===== src/rtl/glitch_sequencer.sv =====
// glitch_sequencer: table-driven multi-pulse power-glitch generator.
// Offsets/durations are programmed while idle; one pulse train is emitted per arm + trigger.
module glitch_sequencer #(
    parameter int WIDTH       = 32,
    parameter int NUM_PULSES  = 4,
    parameter int IDX_W       = 2,
    parameter int ACTIVE_HIGH = 1
) (
    input  logic             clk,
    input  logic             rst_n,
    input  logic             cfg_we,
    input  logic             cfg_sel,
    input  logic [IDX_W-1:0] cfg_addr,
    input  logic [WIDTH-1:0] cfg_data,
    input  logic [IDX_W:0]   pulse_count,
    input  logic             arm,
    input  logic             trigger,
    input  logic             abort,
    output logic             power_ctrl,
    output logic             busy,
    output logic             done,
    output logic [IDX_W-1:0] pulse_idx
);
    localparam int CNT_W = IDX_W + 1;

    typedef enum logic [2:0] {IDLE, ARMED, OFFSET, GLITCH, DONE} state_t;

    state_t           state_q, state_d;
    logic [WIDTH-1:0] counter_q, counter_d;
    logic [IDX_W-1:0] idx_q, idx_d;
    logic [CNT_W-1:0] count_q, count_d;
    logic             active_q, active_d;

    logic [WIDTH-1:0] off_tbl [NUM_PULSES];
    logic [WIDTH-1:0] dur_tbl [NUM_PULSES];

    logic             cfg_ok;
    logic             advance;
    logic             more;
    logic [IDX_W-1:0] nxt_idx;
    logic [WIDTH-1:0] nxt_off, nxt_dur;
    logic [CNT_W-1:0] sat_count;

    assign busy       = (state_q == ARMED) || (state_q == OFFSET) || (state_q == GLITCH);
    assign done       = (state_q == DONE);
    assign pulse_idx  = idx_q;
    assign power_ctrl = (ACTIVE_HIGH != 0) ? active_q : ~active_q;

    assign cfg_ok    = cfg_we && !busy && (32'(cfg_addr) < 32'(NUM_PULSES));
    assign sat_count = (32'(pulse_count) > 32'(NUM_PULSES)) ? CNT_W'(NUM_PULSES) : pulse_count;
    assign more      = (CNT_W'(idx_q) + CNT_W'(1)) < count_q;
    assign nxt_idx   = idx_q + IDX_W'(1);
    assign nxt_off   = off_tbl[nxt_idx];
    assign nxt_dur   = dur_tbl[nxt_idx];

    // NOTE: the table is small and must read back as zero after reset, so it lives in
    // flops with an async clear rather than in an inferred RAM that cannot be reset.
    always_ff @(posedge clk or negedge rst_n) begin
        if (!rst_n) begin
            for (int i = 0; i < NUM_PULSES; i++) begin
                off_tbl[i] <= '0;
                dur_tbl[i] <= '0;
            end
        end else if (cfg_ok) begin
            if (cfg_sel) dur_tbl[cfg_addr] <= cfg_data;
            else         off_tbl[cfg_addr] <= cfg_data;
        end
    end

    // NOTE: every output of this block gets a default first, so no path leaves a
    // signal unassigned and no latch is inferred.
    always_comb begin
        state_d   = state_q;
        counter_d = counter_q;
        idx_d     = idx_q;
        count_d   = count_q;
        active_d  = active_q;
        advance   = 1'b0;

        if (abort && busy) begin
            state_d   = IDLE;
            counter_d = '0;
            idx_d     = '0;
            active_d  = 1'b0;
        end else begin
            unique case (state_q)
                IDLE: if (arm) begin
                    state_d = ARMED;
                    count_d = sat_count;
                end
                ARMED: if (trigger) begin
                    if (count_q == '0) begin
                        state_d = DONE;
                    end else begin
                        state_d   = OFFSET;
                        counter_d = off_tbl[0];
                        idx_d     = '0;
                    end
                end
                OFFSET: begin
                    if (counter_q != '0) begin
                        counter_d = counter_q - WIDTH'(1);
                    end else if (dur_tbl[idx_q] != '0) begin
                        state_d   = GLITCH;
                        counter_d = dur_tbl[idx_q];
                        active_d  = 1'b1;
                    end else begin
                        advance = 1'b1;
                    end
                end
                GLITCH: begin
                    if (counter_q > WIDTH'(1)) counter_d = counter_q - WIDTH'(1);
                    else                       advance   = 1'b1;
                end
                DONE: begin
                    state_d = IDLE;
                    idx_d   = '0;
                end
                default: state_d = IDLE;
            endcase

            // End of a pulse or a skipped entry: the next rise lands nxt_off edges later,
            // so a zero offset with a non-zero duration continues the pulse without a gap.
            if (advance) begin
                if (more) begin
                    idx_d = nxt_idx;
                    if (nxt_off == '0 && nxt_dur != '0) begin
                        state_d   = GLITCH;
                        counter_d = nxt_dur;
                        active_d  = 1'b1;
                    end else begin
                        state_d   = OFFSET;
                        counter_d = (nxt_off == '0) ? '0 : nxt_off - WIDTH'(1);
                        active_d  = 1'b0;
                    end
                end else begin
                    state_d  = DONE;
                    active_d = 1'b0;
                end
            end
        end
    end

    // NOTE: sequential state uses non-blocking assignments so every register samples
    // the pre-edge values and the evaluation order of processes cannot matter.
    always_ff @(posedge clk or negedge rst_n) begin
        if (!rst_n) begin
            state_q   <= IDLE;
            counter_q <= '0;
            idx_q     <= '0;
            count_q   <= '0;
            active_q  <= 1'b0;
        end else begin
            state_q   <= state_d;
            counter_q <= counter_d;
            idx_q     <= idx_d;
            count_q   <= count_d;
            active_q  <= active_d;
        end
    end
endmodule


===== config.mk =====
export PLATFORM = sky130hd
export DESIGN_NAME = glitch_sequencer
export DESIGN_NICKNAME = d
export VERILOG_FILES = /design/src/rtl/glitch_sequencer.sv
export SDC_FILE = /design/constraint.sdc
export NUM_CORES = 1
export LEC_CHECK = 0
export ABC_AREA = 1
export CAP_MARGIN = 10
export CORE_AREA = 10 10 177 179
export DETAILED_ROUTE_END_ITERATION = 10
export DIE_AREA = 0 0 187 189
export DONT_BUFFER_PORTS = 1
export PLACE_DENSITY = 0.82
export SLEW_MARGIN = 20
export SYNTH_ARGS = -nofsm -noshare
export SYNTH_HDL_FRONTEND = slang
export SYNTH_SLANG_ARGS = --single-unit

===== constraint.sdc =====
create_clock -name clk -period 3.55 [get_ports clk]
set_clock_uncertainty 0.15 [all_clocks]
set_input_delay 0.71 -clock clk [delete_from_list [all_inputs] [get_ports clk]]
set_output_delay 0.71 -clock clk [all_outputs]
set_load 0.1 [all_outputs]

==> flow_summary.toml, run 1 <==
[run_status]
outcome = "finished, violations left"
violations = "negative hold slack"

[pwr]
p_sw_share_pct = 44.8
p_seq_share_pct = 37.9
power_density_nw_per_um2 = 908
p_leak_nw = 9.40
p_int_mw = 9.75
p_clk_share_pct = 20.1
power_mw = 17.7
vdd_drop_max_mv = 0.659
power_frac_comb_pct = 41.9
p_switching_mw = 7.92

[setup_path]
cp.arrival_ns = 3.81
cp_common_cell = "nand2_1"
timing.rr.start = "pulse_idx[0]$_DFF_PN0_"
path_delay_family = "simple AND/OR/NAND/NOR gates"
startpoint_type = "flop"
crit_path_start = "pulse_idx[0]$_DFF_PN0_"
critical_path_buf_inv_count = 4
critical_path_class = "flop to flop"
r2r_setup_slack_ns = 0.05
required_ns = 3.86
r2r_cells = 17
worst_path_largest_cell_delay_ns = 0.49
critical_path.cell_chain = "ha_2 -> buf_12 -> buf_4 -> nand3_1 -> nand2_1 -> nand2_1 -> nor2_1 -> nand2_1 -> nor2_1 -> nand2_2 -> buf_4 -> nand2_2 -> inv_2 -> nand3_1 -> nand2_1 -> nand2_1 -> nand2_1"
slowest_stage = "dfrtp_4"
critPathMaxFanout = 43
r2r_end = "counter_q[21]$_DFF_PN0_"
endpoint_kind = "flop"

[logic_synthesis]
syn-num-nets = 2680
yosysTopAreaCell = "dfrtp_1"
ys_types = 40
yosys.area.top_type_share_pct = 41.5
synth_edf_count = 0
mappedNetlistArea_um2 = 17900
ys_seq_elements = 297
seq_area_frac_synth_pct = 41.5
synth_ff_type = "dfrtp_1"
syn_avg_cell_area_um2 = 6.81
synth_area_leaders = "dfrtp_1 (42%), nand2_1 (22%), o21ai_0 (8.6%)"
yosys_warnings = 0
synthCells = 2630
async_flop_share_pct = 100

[sta]
fmax_mhz = 286
timing.final.crit_share_pct = 98.5
whs_ns = -0.317
finalHoldViolations = 297
tns_ns = 0
setup_ws_ns = 0.0530
fin_crit_ns = 3.50
finalMaxSlewViolations = 0
slew_headroom_pct = 36.7
setup_viol = 0
rsz0062_at_grt = "false"
tightest_slew_ns = 0.950

[placement]
portBuffers = 0
placedCellCount = 2929
placed_area_um2 = 18300
place.gp.congestion = 1.09
post-place-ws_ns = 0.257
dp_hpwl_mm = 43.1

[run]
cap_violations = 0

[cells_and_area]
fill_cells = 2295
multi_input_area_um2 = 9340
final_area_um2 = 19500
layout_commonest_cell = "nand2_1"
seqCellArea_um2 = 7440
layout_common_cells = "nand2_1 (1054), o21ai_0 (309), dfrtp_1 (295), nand3_1 (274), nor2_1 (188)"
layout.nets = 2634
drive_gt1_share_pct = 7.06
area_growth_pct = 8.67
n_antenna_cell = 0
final_cells = 2985

[clock_network]
post_cts_buffers = 0
clock_latency_ns = 0.60
root_buffer = "clkbuf_16"
cts_tree = "done"
postCtsResizedCells = 0
cts_buffers = 31
clk_pin_slew_worst_paths_ns = 0.06
htreeDepth = 1
clock_sinks = 297
clock_path_buffers = 3

[routing]
drtIter0Drc = 2531
routed_wl_mm = 62.1
drt-pass1-iter-count = 6
antenna_left = 0
avgViaCountPerCell = 6.21
avgRoutedWirePerCell_um = 20.8
num_vias = 18500
post-route-drc-count = 0

[min_path]
hold_class = "input port to asynchronous set/reset pin"

[floorplanning]
die_w_um = 187
die_area_um2 = 35300
io_pins = 49
fp.dieH_um = 189
start_util_pct = 64.8
coreArea_um2 = 27600
placementRows = 61

[grt]
grt_max_degree = 298
grt_pass1_wl_mm = 97.4
overflow = 0
track_usage_pct = 34.4
grt_pass1_vias = 17200
antenna_found_initial = 0
## worst max-delay path by stage
stage                         endpoint  cells after the start
2_1_floorplan   counter_q[9]$_DFF_PN0_                     18
3_3_place_gp   counter_q[21]$_DFF_PN0_                     17
3_5_place_dp   counter_q[21]$_DFF_PN0_                     17
4_1_cts        counter_q[17]$_DFF_PN0_                     14
5_1_grt         counter_q[3]$_DFF_PN0_                     15
6_report       counter_q[21]$_DFF_PN0_                     17
## routing by layer
metal  track usage [%]  vias to the layer above  wire, um
met5                 0                        -         0
met4              12.4                        0      2240
met3              8.45                      179      7890
met2              52.0                     1169     27300
met1              47.1                     8758     24700
li1                  -                     8417         -
## registers in the layout, indices dropped and copies added, names as in the netlist
signal / count
dur_tbl: 128
off_tbl: 128
counter_q: 32
count_q: 3
state_q: 3
pulse_idx: 2
power_ctrl: 1
## cell families (layout without fill, tap and decap cells)
family	Yosys count	in the layout	synth area share, %
DFF	297	297	41.5
xor gates and xnor gates	43	43	2.10
and+or+nand+nor	1605	1605	37.1
adders and majority gates	6	6	0.419
AOI/OAI and AO/OA	414	414	12.2
buffers and inverters	265	242	6.63
## worst register-to-register path, delay by kind of cell, from the launching register on
kind,cells,cell delay (ns)
buffers and inverters,4,0.88
flip-flops,1,0.49
adder cells (fa/ha/maj),1,0.40
AND/OR/NAND/NOR,12,1.45
## cells in the mapped netlist, types with 2 or more instances
library cell	instances
a21oi_1	42
nand3_1	282
o21bai_1	3
buf_2	41
xor2_1	33
nand4_1	18
a21boi_0	2
buf_6	16
nor2_4	9
o21ai_0	309
o2111ai_1	3
nand3b_1	6
nand2_1	1054
dfrtp_1	297
nor3_1	6
a31oi_1	3
buf_4	5
nor2_2	13
xnor2_1	10
o21ai_1	12
ha_1	6
nor2_1	191
nor3_4	2
inv_2	2
clkbuf_1	82
a211oi_1	5
clkinv_1	3
buf_1	3
nand2_2	22
inv_1	112
o211ai_1	18
o22ai_1	12
## power by group through the flow
stage          clock network, mW  logic, mW  registers (mW)
2_1_floorplan                  0       5.26            6.06
3_3_place_gp                   0       6.98            6.55
3_5_place_dp                   0       7.16            6.61
4_1_cts                     3.57       7.24            6.59
5_1_grt                     3.71       8.26            6.85
6_report                    3.56       7.41            6.70
## area by class of cell
class / count / share of cell area (%)
Timing Repair Buffer: 68 / 3.33
Clock buffer: 43 / 4.53
Tap cell: 378 / 2.43
Clock inverter: 13 / 1.18
Multi-Input combinational cell: 2068 / 48.0
Sequential cell: 297 / 38.2
Inverter: 118 / 2.30
## stage by stage
step	util, %	hold WS, ns
finish	70.4	-0.317
global route	70.4	-0.334
CTS	70.4	-0.336
detailed placement	66.4	0.274
global placement	66.4	0.273
floorplan	-	0.264
No activity file was read; power rests on OpenSTA's default activity.
==> inputs of run 2 (changes only) <==
- CORE_AREA: 10 10 177 179 -> 2 2 169 171
- CTS_CLUSTER_DIAMETER: not set -> 60
- DIE_AREA: 0 0 187 189 -> 0 0 171 173
- MAX_ROUTING_LAYER: not set -> met4
==> run 2 against run 1 <==
The flow still finishes with violations (negative hold slack); non-clock buffer count is 15 lower; utilization shrank 0.13 points; final cell count is 0.27% lower; clock power is 2% higher; design area fell by 0.18%; register-to-register slack gained 0.04 ns; maximum frequency rose by 1.1%; die area shrank 16%; first-iteration DRC count decreased by 5.5%; worst setup slack improved by 0.039 ns.
==> flow_summary.toml, run 2 (synthesis results as in run 1) <==
[grt]
grt_pass1_vias = 16900
grt_pass1_wl_mm = 95.5
antenna_found_initial = 0
overflow = 0
grt_max_degree = 298
track_usage_pct = 42.8

[setup_path]
critical_path_class = "flop to flop"
cp.arrival_ns = 3.77
critPathMaxFanout = 138
required_ns = 3.86
slowest_stage = "dfrtp_4"
startpoint_type = "flop"
worst_path_largest_cell_delay_ns = 0.47
endpoint_kind = "flop"
critical_path.cell_chain = "buf_4 -> buf_12 -> nand2_1 -> nand3_1 -> nand2_1 -> nand2_1 -> nor2_1 -> nand2_1 -> nor2_4 -> nand3_1 -> nand2_2 -> inv_2 -> nor3_4 -> buf_4 -> nand2_1 -> nand2_1"
r2r_cells = 16
cp_common_cell = "nand2_1"

[cells_and_area]
drive_gt1_share_pct = 6.96
top_regs = "dur_tbl x128, off_tbl x128, counter_q x32"
area_growth_pct = 8.48
layout_common_cells = "nand2_1 (1052), o21ai_0 (309), dfrtp_1 (295), nand3_1 (274), nor2_1 (188)"
layout_commonest_cell = "nand2_1"
n_antenna_cell = 0
layout.nets = 2624

[placement]
portBuffers = 0
dp_hpwl_mm = 41.5
place.gp.congestion = 1.12

[clock_network]
cts_tree = "done"
htreeDepth = 2
root_buffer = "clkbuf_16"
clk_pin_slew_worst_paths_ns = 0.06
clock_path_buffers = 3
clock_latency_ns = 0.55
cts_buffers = 36
clock_sinks = 297

[sta]
fmax_mhz = 289
rsz0062_at_grt = "true"
fin_crit_ns = 3.46
finalHoldViolations = 297
whs_ns = -0.270
finalMaxSlewViolations = 0
timing.final.crit_share_pct = 97.4
tightest_slew_ns = 0.905
slew_headroom_pct = 39.6
setup_viol = 0

[routing]
avgViaCountPerCell = 6.13
antenna_left = 0
post-route-drc-count = 0
routed_wl_mm = 60.9
drtIter0Drc = 2391
num_vias = 18300
drt-pass1-iter-count = 6
avgRoutedWirePerCell_um = 20.5

[floorplanning]
start_util_pct = 64.8
die_w_um = 171
fp.dieH_um = 173
die_area_um2 = 29600
placementRows = 61
coreArea_um2 = 27600
io_pins = 49

[run_status]
outcome = "finished, violations left"
violations = "negative hold slack"

[pwr]
power_density_nw_per_um2 = 915
vdd_drop_max_mv = 0.589
power_mw = 17.8
p_leak_nw = 9.34

[run]
cap_violations = 0

[min_path]
hold_class = "input port to asynchronous set/reset pin"
## run 2: cell count changes in the layout (fill, tap and decap cells not counted), moves of 3 or more
| cell | before | now |
|---|---|---|
| bufinv_16 | 6 | 1 |
| buf_12 | 11 | 8 |
| clkinv_2 | 6 | 3 |
| buf_4 | 57 | 44 |
| clkbuf_16 | 31 | 37 |
## run 2: where the power goes
part / internal [mW] / switching, mW
Clock: 2.10 / 1.52
Sequential: 5.07 / 1.66
Combinational: 2.48 / 4.92
Total: 9.65 / 8.11
## run 2: path summary, 6_finish.rpt
| path | startpoint | to | slack [ns] |
|---|---|---|---|
| min in group clk | pulse_count[1] | count_q[1]$_DFFE_PN0P_ | 0.17 |
| min reg2reg | off_tbl[8]$_DFFE_PN0P_ | off_tbl[8]$_DFFE_PN0P_ | 0.34 |
| max in group asynchronous | rst_n | dur_tbl[24]$_DFFE_PN0P_ | 2.98 |
| max reg2reg | pulse_idx[0]$_DFF_PN0_ | counter_q[1]$_DFF_PN0_ | 0.09 |
| min | rst_n | power_ctrl$_DFFE_PN0P_ | -0.27 |
| max | pulse_idx[0]$_DFF_PN0_ | counter_q[1]$_DFF_PN0_ | 0.09 |
## run 2: metrics by stage
stage,util [%],area [um2],cells,worst slack (ns),setup TNS (ns)
2_1_floorplan,-,17900,2630,0.183,0
3_3_place_gp,65.8,18200,2911,0.0829,0
3_5_place_dp,65.8,18200,2911,0.0481,0
4_1_cts,70.0,19300,2974,0.0271,0
5_1_grt,70.3,19400,2977,-0.0178,-0.0178
6_report,70.3,19400,2977,0.0921,0
## run 2: critical path, delay by kind of cell (launching register included)
family | cells | cell delay [ns]
buffers and inverters | 4 | 0.78
AND/OR/NAND/NOR | 12 | 1.81
flip-flops | 1 | 0.47
## run 2: what timing repair did
| action | in CTS | in global routing |
|---|---|---|
| setup buffers | 0 | 2 |
| endpoints found under the setup margin | 0 | 26 |
| resized for setup | 0 | 12 |
| hold endpoints to repair | 297 | 297 |
## run 2: layout make-up
type	count	area [um2]
Clock inverter	13	151
Tap cell	378	473
Sequential cell	297	7440
Timing Repair Buffer	53	515
Multi-Input combinational cell	2068	9370
Inverter	118	454
Clock buffer	50	1010
Fill cell	2370	8210
## run 2: layer usage
layer  vias up  share of wire (%)  GRT usage (%)
met1      8587                 40           60.2
li1       8399                  -              -
met4         0                3.8           14.2
met2      1106                 43           60.2
met5         -                  0              -
met3       166                 12           11.2
